### config.mk
export PLATFORM = sky130hd
export DESIGN_NAME = serv_dbus_ctrl_flat
export DESIGN_NICKNAME = d
export VERILOG_FILES = /design/src/rtl/serv_dbus_ctrl_pkg.sv /design/src/rtl/serv_dbus_ctrl_if.sv /design/src/rtl/serv_dbus_lane.sv /design/src/rtl/serv_dbus_ctrl.sv /design/src/flat_wrapper.sv
export SDC_FILE = /design/constraint.sdc
export NUM_CORES = 1
export LEC_CHECK = 0
export CORE_UTILIZATION = 39
export CTS_BUF_LIST = sky130_fd_sc_hd__clkbuf_4 sky130_fd_sc_hd__clkbuf_8
export CTS_CLUSTER_SIZE = 16
export DETAILED_ROUTE_END_ITERATION = 10
export DONT_BUFFER_PORTS = 1
export GPL_ROUTABILITY_DRIVEN = 0
export SETUP_SLACK_MARGIN = 0.1
export SYNTH_ARGS = -nofsm -noshare
export SYNTH_HDL_FRONTEND = slang
export SYNTH_SLANG_ARGS = --single-unit
### constraint.sdc
create_clock -name i_clk -period 5.15 [get_ports i_clk]
set_input_delay 1.2875 -clock i_clk [delete_from_list [all_inputs] [get_ports i_clk]]
set_output_delay 1.2875 -clock i_clk [all_outputs]
set_load 0.02 [all_outputs]
### src/rtl/serv_dbus_ctrl_pkg.sv
// Shared encodings for the serial data-bus master: access sizes and FSM states.
package serv_dbus_ctrl_pkg;

  localparam logic [1:0] SIZE_B = 2'b00;
  localparam logic [1:0] SIZE_H = 2'b01;
  localparam logic [1:0] SIZE_W = 2'b10;

  typedef enum logic [1:0] {
    IDLE = 2'b00,
    WAIT = 2'b01,
    HOLD = 2'b10
  } state_e;

endpackage

### src/rtl/serv_dbus_ctrl_if.sv
// Wishbone-classic data bus between the serial master and its slave.
interface serv_dbus_ctrl_if;
  logic [31:0] o_wb_adr;
  logic [31:0] o_wb_dat;
  logic [3:0]  o_wb_sel;
  logic        o_wb_we;
  logic        o_wb_cyc;
  logic [31:0] i_wb_rdt;
  logic        i_wb_ack;
  logic        i_wb_err;

  modport master (
    output o_wb_adr, o_wb_dat, o_wb_sel, o_wb_we, o_wb_cyc,
    input  i_wb_rdt, i_wb_ack, i_wb_err
  );

  modport slave (
    input  o_wb_adr, o_wb_dat, o_wb_sel, o_wb_we, o_wb_cyc,
    output i_wb_rdt, i_wb_ack, i_wb_err
  );
endinterface

### src/rtl/serv_dbus_lane.sv
// Byte-lane steering: store enables/replication and load alignment with sign pick.
module serv_dbus_lane
  import serv_dbus_ctrl_pkg::*;
(
  input  logic [1:0]  i_adr_lo,
  input  logic [1:0]  i_size,
  input  logic [31:0] i_st,
  input  logic [31:0] i_rdt,
  output logic [3:0]  o_sel,
  output logic [31:0] o_dat,
  output logic [31:0] o_aligned,
  output logic        o_sign
);

  always_comb begin
    o_sel     = 4'b1111;
    o_dat     = i_st;
    o_aligned = i_rdt >> {i_adr_lo, 3'b000};
    o_sign    = 1'b0;
    case (i_size)
      SIZE_B: begin
        o_sel  = 4'b0001 << i_adr_lo;
        o_dat  = {4{i_st[7:0]}};
        o_sign = o_aligned[7];
      end
      SIZE_H: begin
        o_sel  = 4'b0011 << {i_adr_lo[1], 1'b0};
        o_dat  = {2{i_st[15:0]}};
        o_sign = o_aligned[15];
      end
      default: ;  // word, and 11 treated as word
    endcase
  end

endmodule

### src/rtl/serv_dbus_ctrl.sv
// Serial-in/serial-out data-bus master running one Wishbone-classic access per request.
module serv_dbus_ctrl
  import serv_dbus_ctrl_pkg::*;
#(
  parameter int TIMEOUT = 0
) (
  input  logic        i_clk,
  input  logic        i_rst,
  input  logic        i_cnt_en,
  input  logic [4:0]  i_cnt,
  input  logic        i_addr_en,
  input  logic        i_addr_bit,
  input  logic        i_data_en,
  input  logic        i_data_bit,
  input  logic        i_rd_en,
  input  logic        i_dbus_cyc,
  input  logic        i_we,
  input  logic [1:0]  i_size,
  input  logic        i_signed,
  output logic        o_dbus_ack,
  output logic        o_bus_err,
  output logic        o_rd_bit,
  serv_dbus_ctrl_if.master wb
);

  localparam int TW = (TIMEOUT > 1) ? $clog2(TIMEOUT) : 1;

  state_e        state, state_nxt;
  logic [TW-1:0] to_cnt;
  logic          to_hit, issue, done;
  logic [31:0]   adr, st, rd;
  logic          sign, we_r, cyc_r;
  logic [3:0]    lane_sel;
  logic [31:0]   lane_dat, lane_aligned;
  logic          lane_sign;

  serv_dbus_lane u_lane (
    .i_adr_lo  (adr[1:0]),
    .i_size    (i_size),
    .i_st      (st),
    .i_rdt     (wb.i_wb_rdt),
    .o_sel     (lane_sel),
    .o_dat     (lane_dat),
    .o_aligned (lane_aligned),
    .o_sign    (lane_sign)
  );

  always_comb begin
    state_nxt = state;
    issue     = 1'b0;
    done      = 1'b0;
    to_hit    = (TIMEOUT > 0) && (to_cnt == TW'(TIMEOUT - 1));
    case (state)
      IDLE: if (i_dbus_cyc) begin
        issue     = 1'b1;
        state_nxt = WAIT;
      end
      // Withdrawing i_dbus_cyc here does not abort; the slave must finish.
      WAIT: if (wb.i_wb_err | wb.i_wb_ack | to_hit) begin
        done      = 1'b1;
        state_nxt = HOLD;
      end
      HOLD: if (!i_dbus_cyc) state_nxt = IDLE;
      default: state_nxt = IDLE;
    endcase
  end

  always_ff @(posedge i_clk or posedge i_rst) begin
    if (i_rst) begin
      state      <= IDLE;
      cyc_r      <= 1'b0;
      we_r       <= 1'b0;
      o_dbus_ack <= 1'b0;
      o_bus_err  <= 1'b0;
      to_cnt     <= '0;
      adr        <= '0;
      st         <= '0;
      rd         <= '0;
      sign       <= 1'b0;
    end else begin
      state      <= state_nxt;
      o_dbus_ack <= done;
      if (state == WAIT) to_cnt <= to_cnt + 1'b1;
      if (issue) begin
        cyc_r  <= 1'b1;
        we_r   <= i_we;
        to_cnt <= '0;
      end
      if (done) begin
        cyc_r     <= 1'b0;
        o_bus_err <= wb.i_wb_err | to_hit;
      end
      if (state != WAIT && i_cnt_en && i_addr_en) adr <= {i_addr_bit, adr[31:1]};
      if (state != WAIT && i_cnt_en && i_data_en) st  <= {i_data_bit, st[31:1]};
      // An error in the same cycle as ack leaves the previous load data intact.
      if (done && wb.i_wb_ack && !wb.i_wb_err) begin
        rd   <= lane_aligned;
        sign <= i_signed & lane_sign;
      end else if (i_cnt_en && i_rd_en) begin
        rd <= {1'b0, rd[31:1]};
      end
    end
  end

  always_comb begin
    case (i_size)
      SIZE_B:  o_rd_bit = (i_cnt < 5'd8)  ? rd[0] : sign;
      SIZE_H:  o_rd_bit = (i_cnt < 5'd16) ? rd[0] : sign;
      default: o_rd_bit = rd[0];
    endcase
  end

  assign wb.o_wb_adr = {adr[31:2], 2'b00};
  assign wb.o_wb_dat = lane_dat;
  assign wb.o_wb_sel = lane_sel;
  assign wb.o_wb_we  = we_r;
  assign wb.o_wb_cyc = cyc_r;

endmodule

### src/flat_wrapper.sv
// flat-port wrapper written by rule: the top's interface ports become plain ports
module serv_dbus_ctrl_flat import serv_dbus_ctrl_pkg::*;
#(
  parameter int TIMEOUT = 0
)
  (i_clk, i_rst, i_cnt_en, i_cnt, i_addr_en, i_addr_bit, i_data_en, i_data_bit, i_rd_en, i_dbus_cyc, i_we, i_size, i_signed, o_dbus_ack, o_bus_err, o_rd_bit, wb_o_wb_adr, wb_o_wb_dat, wb_o_wb_sel, wb_o_wb_we, wb_o_wb_cyc, wb_i_wb_rdt, wb_i_wb_ack, wb_i_wb_err);
  serv_dbus_ctrl_if wb_i ();
  input  logic i_clk;
  input  logic i_rst;
  input  logic i_cnt_en;
  input  logic [4:0] i_cnt;
  input  logic i_addr_en;
  input  logic i_addr_bit;
  input  logic i_data_en;
  input  logic i_data_bit;
  input  logic i_rd_en;
  input  logic i_dbus_cyc;
  input  logic i_we;
  input  logic [1:0] i_size;
  input  logic i_signed;
  output logic o_dbus_ack;
  output logic o_bus_err;
  output logic o_rd_bit;
  output wire logic [$bits(wb_i.o_wb_adr)-1:0] wb_o_wb_adr;
  output wire logic [$bits(wb_i.o_wb_dat)-1:0] wb_o_wb_dat;
  output wire logic [$bits(wb_i.o_wb_sel)-1:0] wb_o_wb_sel;
  output wire logic [$bits(wb_i.o_wb_we)-1:0] wb_o_wb_we;
  output wire logic [$bits(wb_i.o_wb_cyc)-1:0] wb_o_wb_cyc;
  input wire logic [$bits(wb_i.i_wb_rdt)-1:0] wb_i_wb_rdt;
  input wire logic [$bits(wb_i.i_wb_ack)-1:0] wb_i_wb_ack;
  input wire logic [$bits(wb_i.i_wb_err)-1:0] wb_i_wb_err;
  assign wb_o_wb_adr = wb_i.o_wb_adr;
  assign wb_o_wb_dat = wb_i.o_wb_dat;
  assign wb_o_wb_sel = wb_i.o_wb_sel;
  assign wb_o_wb_we = wb_i.o_wb_we;
  assign wb_o_wb_cyc = wb_i.o_wb_cyc;
  assign wb_i.i_wb_rdt = wb_i_wb_rdt;
  assign wb_i.i_wb_ack = wb_i_wb_ack;
  assign wb_i.i_wb_err = wb_i_wb_err;
  serv_dbus_ctrl #(.TIMEOUT(TIMEOUT)) u_core (.i_clk(i_clk), .i_rst(i_rst), .i_cnt_en(i_cnt_en), .i_cnt(i_cnt), .i_addr_en(i_addr_en), .i_addr_bit(i_addr_bit), .i_data_en(i_data_en), .i_data_bit(i_data_bit), .i_rd_en(i_rd_en), .i_dbus_cyc(i_dbus_cyc), .i_we(i_we), .i_size(i_size), .i_signed(i_signed), .o_dbus_ack(o_dbus_ack), .o_bus_err(o_bus_err), .o_rd_bit(o_rd_bit), .wb(wb_i));
endmodule
After elaboration in Yosys (flattened, before gate mapping)
Cells that the tools add are included.
- order comparisons: 2
- equality and inequality tests: 7
- shifts and indexed selects: 3
- multiplexer cells: 18
- bitwise logic cells: 2
- reductions and logical operators: 12
- operators with widths (kind ; number):
    $mux 32 ; 2
    $pmux 32 s2 ; 1
    $shr 32x5->32 ; 1
    $mux 1 ; 8
    $pmux 4 s2 ; 1
    $logic_and 1x1->1 ; 6
    $mux 2 ; 3
    $pmux 2 s3 ; 1
    $lt 5x4->1 const B ; 1
    $lt 5x5->1 const B ; 1
    $eq 2x1->1 const B ; 2
    $logic_not 2->1 ; 2
    $ne 2x1->1 const B ; 2
    $ne 2x2->1 const B ; 2
    $pmux 1 s2 ; 2
    $reduce_bool 2->1 ; 2
    $shl 1x2->4 const A ; 1
    $shl 2x2->4 const A ; 1
    $reduce_and 3->1 ; 1
    $eq 2x2->1 const B ; 1
    $and 1x1->1 ; 1
    $logic_not 1->1 ; 1
    $or 1x1->1 ; 1
- register bits: 103
- input port bits: 52
- output and inout port bits: 73

Depth between registers and ports, before layout
- depth after elaboration: 6
- gate-level depth with buffers: 6

By module
A second synthesis with hierarchy kept.
- cells, all modules: 480
- area, all modules: 5460.2 µm²
- modules (own cells, without submodules) (module ; times used ; cells each ; area each (µm²) ; seq. area each (µm²)):
    serv_dbus_ctrl ; 1 ; 337 ; 4458.0 ; 2577.5
    serv_dbus_lane ; 1 ; 143 ; 1002.2 ; 0.0

Least setup slack after synthesis
No wires, ideal clock.
- kind: input-to-output
- start point: in i_size[0]
- end point: out wb_o_wb_dat[24]
- data arrival time: 2311 ps
- data required time: 3863 ps
- setup slack: 1551 ps
- stages: 4
- cells stage by stage: clkbuf_1 > buf_2 > mux2i_1 > o21ai_0
- word-level cells in the longest chain between the ends: 2
- ends and longest elaborated chain (element ; RTL line ; source):
    start, declared ; flat_wrapper.sv:19 ; input logic [1:0] i_size;
    $eq 2x1->1 / $logic_not 2->1 (equally long branches) ; serv_dbus_lane.sv:20 ; case (i_size)
    $pmux 32 s2 (*) ; serv_dbus_lane.sv:20 ;
    end, declared ; flat_wrapper.sv:25 ; output wire logic [$bits(wb_i.o_wb_dat)-1:0] wb_o_wb_dat;
Every way passes the cells marked *; elsewhere a longest branch is shown, timed or not.

Final worst setup path
- start point: in i_size[1]
- end point: out wb_o_wb_dat[10]
The elaborated chain is that of the path after synthesis.

==> flow_metrics.py <==
metrics = {
    "final_layout": {
        "final_nets": 434,
        "syn_to_final_growth_pct": -0.307,
        "drive_above_1_share_pct": 32.3,
        "utilization_pct": 40.4,
        "fill_cells": 1328,
        "diodes": 0,
    },
    "timing": {
        "finClkSkew_ps": 8.35,
        "drv_slew": 0,
        "finalCritPeriodShare_pct": 64.8,
        "maxSlewHeadroom_pct": 39.9,
        "fmax_mhz": 300,
        "finalSetupViolCount": 0,
        "tightest_slew_ps": 898,
        "fin_setup_tns_ps": 0,
        "post-route-min-period_ps": 3340,
        "rsz0062_at_grt": "false",
        "hold_violations": 0,
    },
    "place": {
        "numPortBuffers": 0,
        "hpwlAfterDp_mm": 7.76,
    },
    "critical_path": {
        "cp.required_ps": 3860,
        "crit_chain": "nor2_2 > mux2_2",
        "worst-endpoint-arrival_ps": 2050,
        "path_class": "input port to output pin",
        "startpoint_type": "input port",
        "cp_slowest_cell": "mux2_2",
        "worstPathMaxFanout": 31,
        "critPathCaptureType": "output pin",
        "cp_slowest_stage_delay_ps": 450,
        "path_buf_inv": 0,
        "crit_family": "multiplexers",
    },
    "yosys": {
        "yosys.area.top_type": "dfrtp_1",
        "synth_area_um2": 5710,
        "ys_warn_count": 0,
        "synthTopCellsByCount": "dfrtp_1 (103), mux2_4 (60), buf_4 (45)",
        "synthDominantCellAreaShare_pct": 45.2,
        "async_flop_share_pct": 100,
        "synth_cell_type_count": 44,
        "synth_most_common_cell": "dfrtp_1",
        "avgSynthCellArea_um2": 13.1,
        "ys_seq_area_share_pct": 45.2,
        "ys.flop_type": "dfrtp_1",
        "synthCells": 436,
        "ys_ff_latch": 103,
        "synth_edf_count": 0,
        "yosys-top-cells-area": "dfrtp_1 (45%), mux2_4 (16%), mux2i_1 (7.2%), buf_4 (5.9%), mux2_2 (5.9%)",
    },
    "global_routing": {
        "grt_max_degree": 72,
        "gr-total-overflow": 0,
        "grt_pass1_vias": 3136,
        "antenna_found_initial": 1,
        "grt_usage_pct": 15.6,
        "grt_pass1_wl_mm": 17.6,
    },
    "flow_run": {
        "maxCapViolCount": 0,
    },
    "clocking": {
        "cts_buffer_depth": 2,
        "worstSkewPairLatency_ps": 370,
        "htree_levels": 3,
        "cts_root_buf": "clkbuf_8",
        "cts_buffers": 9,
        "cts_sinks": 103,
        "cts_tree": "built",
        "post_cts_resized": 0,
        "path_clk_slew_ps": 90,
        "cts-hold-fix-buffers": 0,
        "cts_setup_buffers": 0,
    },
    "floorplan": {
        "pin_count": 125,
        "fp.dieH_um": 123,
        "initial_core_util_pct": 40.5,
        "placementRows": 43,
        "dieArea_um2": 15100,
        "die_x_um": 123,
        "core_area_um2": 14100,
    },
    "route": {
        "avgViaCountPerCell": 5.49,
        "wirelength_mm": 11.3,
        "vias": 3110,
        "antenna_left": 0,
        "drt_first_pass_iters": 4,
        "wl_per_cell_um": 19.9,
        "drtIter0Drc": 143,
        "drcViolationCount": 0,
    },
    "power_and_ir_drop": {
        "p_leak_uw": 0.00275,
        "ir_worst_vdd_uv": 255,
        "power_density_nw_per_um2": 443,
    },
    "status": {
        "status": "completed",
    },
    "worst_hold_path": {
        "hp-class": "flop to flop",
    },
}
final timing paths:
path / from / to / slack, ps / cells after the start
worst max-delay path: i_size[1] / wb_o_wb_dat[10] / 1810 / 2
worst max register to register: u_core.adr[0]$_DFFE_PP0P_ / u_core.rd[11]$_DFFE_PP0P_ / 3350 / 4
worst min register to register: u_core.rd[31]$_DFFE_PP0P_ / u_core.rd[31]$_DFFE_PP0P_ / 540 / 1
min in group asynchronous: i_rst / u_core.adr[24]$_DFFE_PP0P_ / 970 / 1
max in group asynchronous: i_rst / u_core.sign$_DFFE_PP0P_ / 3220 / 2
worst min-delay path: u_core.rd[31]$_DFFE_PP0P_ / u_core.rd[31]$_DFFE_PP0P_ / 540 / 1
cell type report:
| cell class | instances | area (um2) | share of cell area [%] |
|---|---|---|---|
| clock buffers | 13 | 166 | 2.93 |
| flip-flops and latches | 103 | 2580 | 45.3 |
| multi-input cells | 262 | 2620 | 46.0 |
| well taps | 180 | 225 | 3.96 |
| clock inverters | 3 | 65.1 | 1.14 |
| repair buffers | 4 | 30.0 | 0.528 |
| inverters | 2 | 10.0 | 0.176 |
sequential cells by signal, indices dropped and copies added, names as in the netlist:
signal / cells
u_core.state: 2
u_core.adr: 32
u_core.rd: 32
u_core.sign: 1
u_core.wb.o_wb_we: 1
u_core.o_bus_err: 1
u_core.st: 32
u_core.wb.o_wb_cyc: 1
u_core.o_dbus_ack: 1
cells in the final DEF, fill, tap and decap left out, types with 5 or more instances in the layout:
cell,n
dfrtp_1,103
mux2_4,60
mux2i_1,41
mux2_2,30
o21ai_0,19
nand2_1,16
clkbuf_8,11
a21oi_1,10
mux4_2,8
nand3_1,8
a2bb2oi_1,7
and3_1,7
a211oi_1,7
o2bb2ai_1,7
nor2_1,6
a21o_1,5
stage by stage:
stage          instances  instance area, um2  setup slack [ps]  total power (uW)  hold WS (ps)
6_report             567                5690              1810              2520           538
5_1_grt              567                5690              1780              2670           566
4_1_cts              567                5690              1820              2550           535
3_5_place_dp         551                5460              1820              1960           512
3_3_place_gp         551                5460              1850              1930           504
2_1_floorplan        437                5710              1160              1920           469
kinds of logic (layout without fill, tap and decap cells):
kind of cell / after synthesis / after routing / share of synthesized area [%]
compound gates: 65 / 65 / 7.56
xor+xnor: 1 / 1 / 0.154
buf+inv: 72 / 22 / 9.08
flops: 103 / 103 / 45.2
mux: 139 / 139 / 32.1
other cells: 1 / 2 / 0.0657
simple gates: 55 / 55 / 5.92
metal layers:
layer	vias up	wire [um]	track usage, %
li1	1427	-	-
met1	1575	5230	21.4
met2	92	5090	23.1
met3	14	740	4.34
met4	2	191	6.40
met5	-	16	0
power breakdown:
group | total (uW) | leakage (uW) | switching (uW) | internal (uW)
registers | 1340 | 0.00134 | 285 | 1060
logic | 597 | 0.00129 | 262 | 335
clock network | 580 | 0.000120 | 269 | 311
No activity file was read; power rests on OpenSTA's default activity.
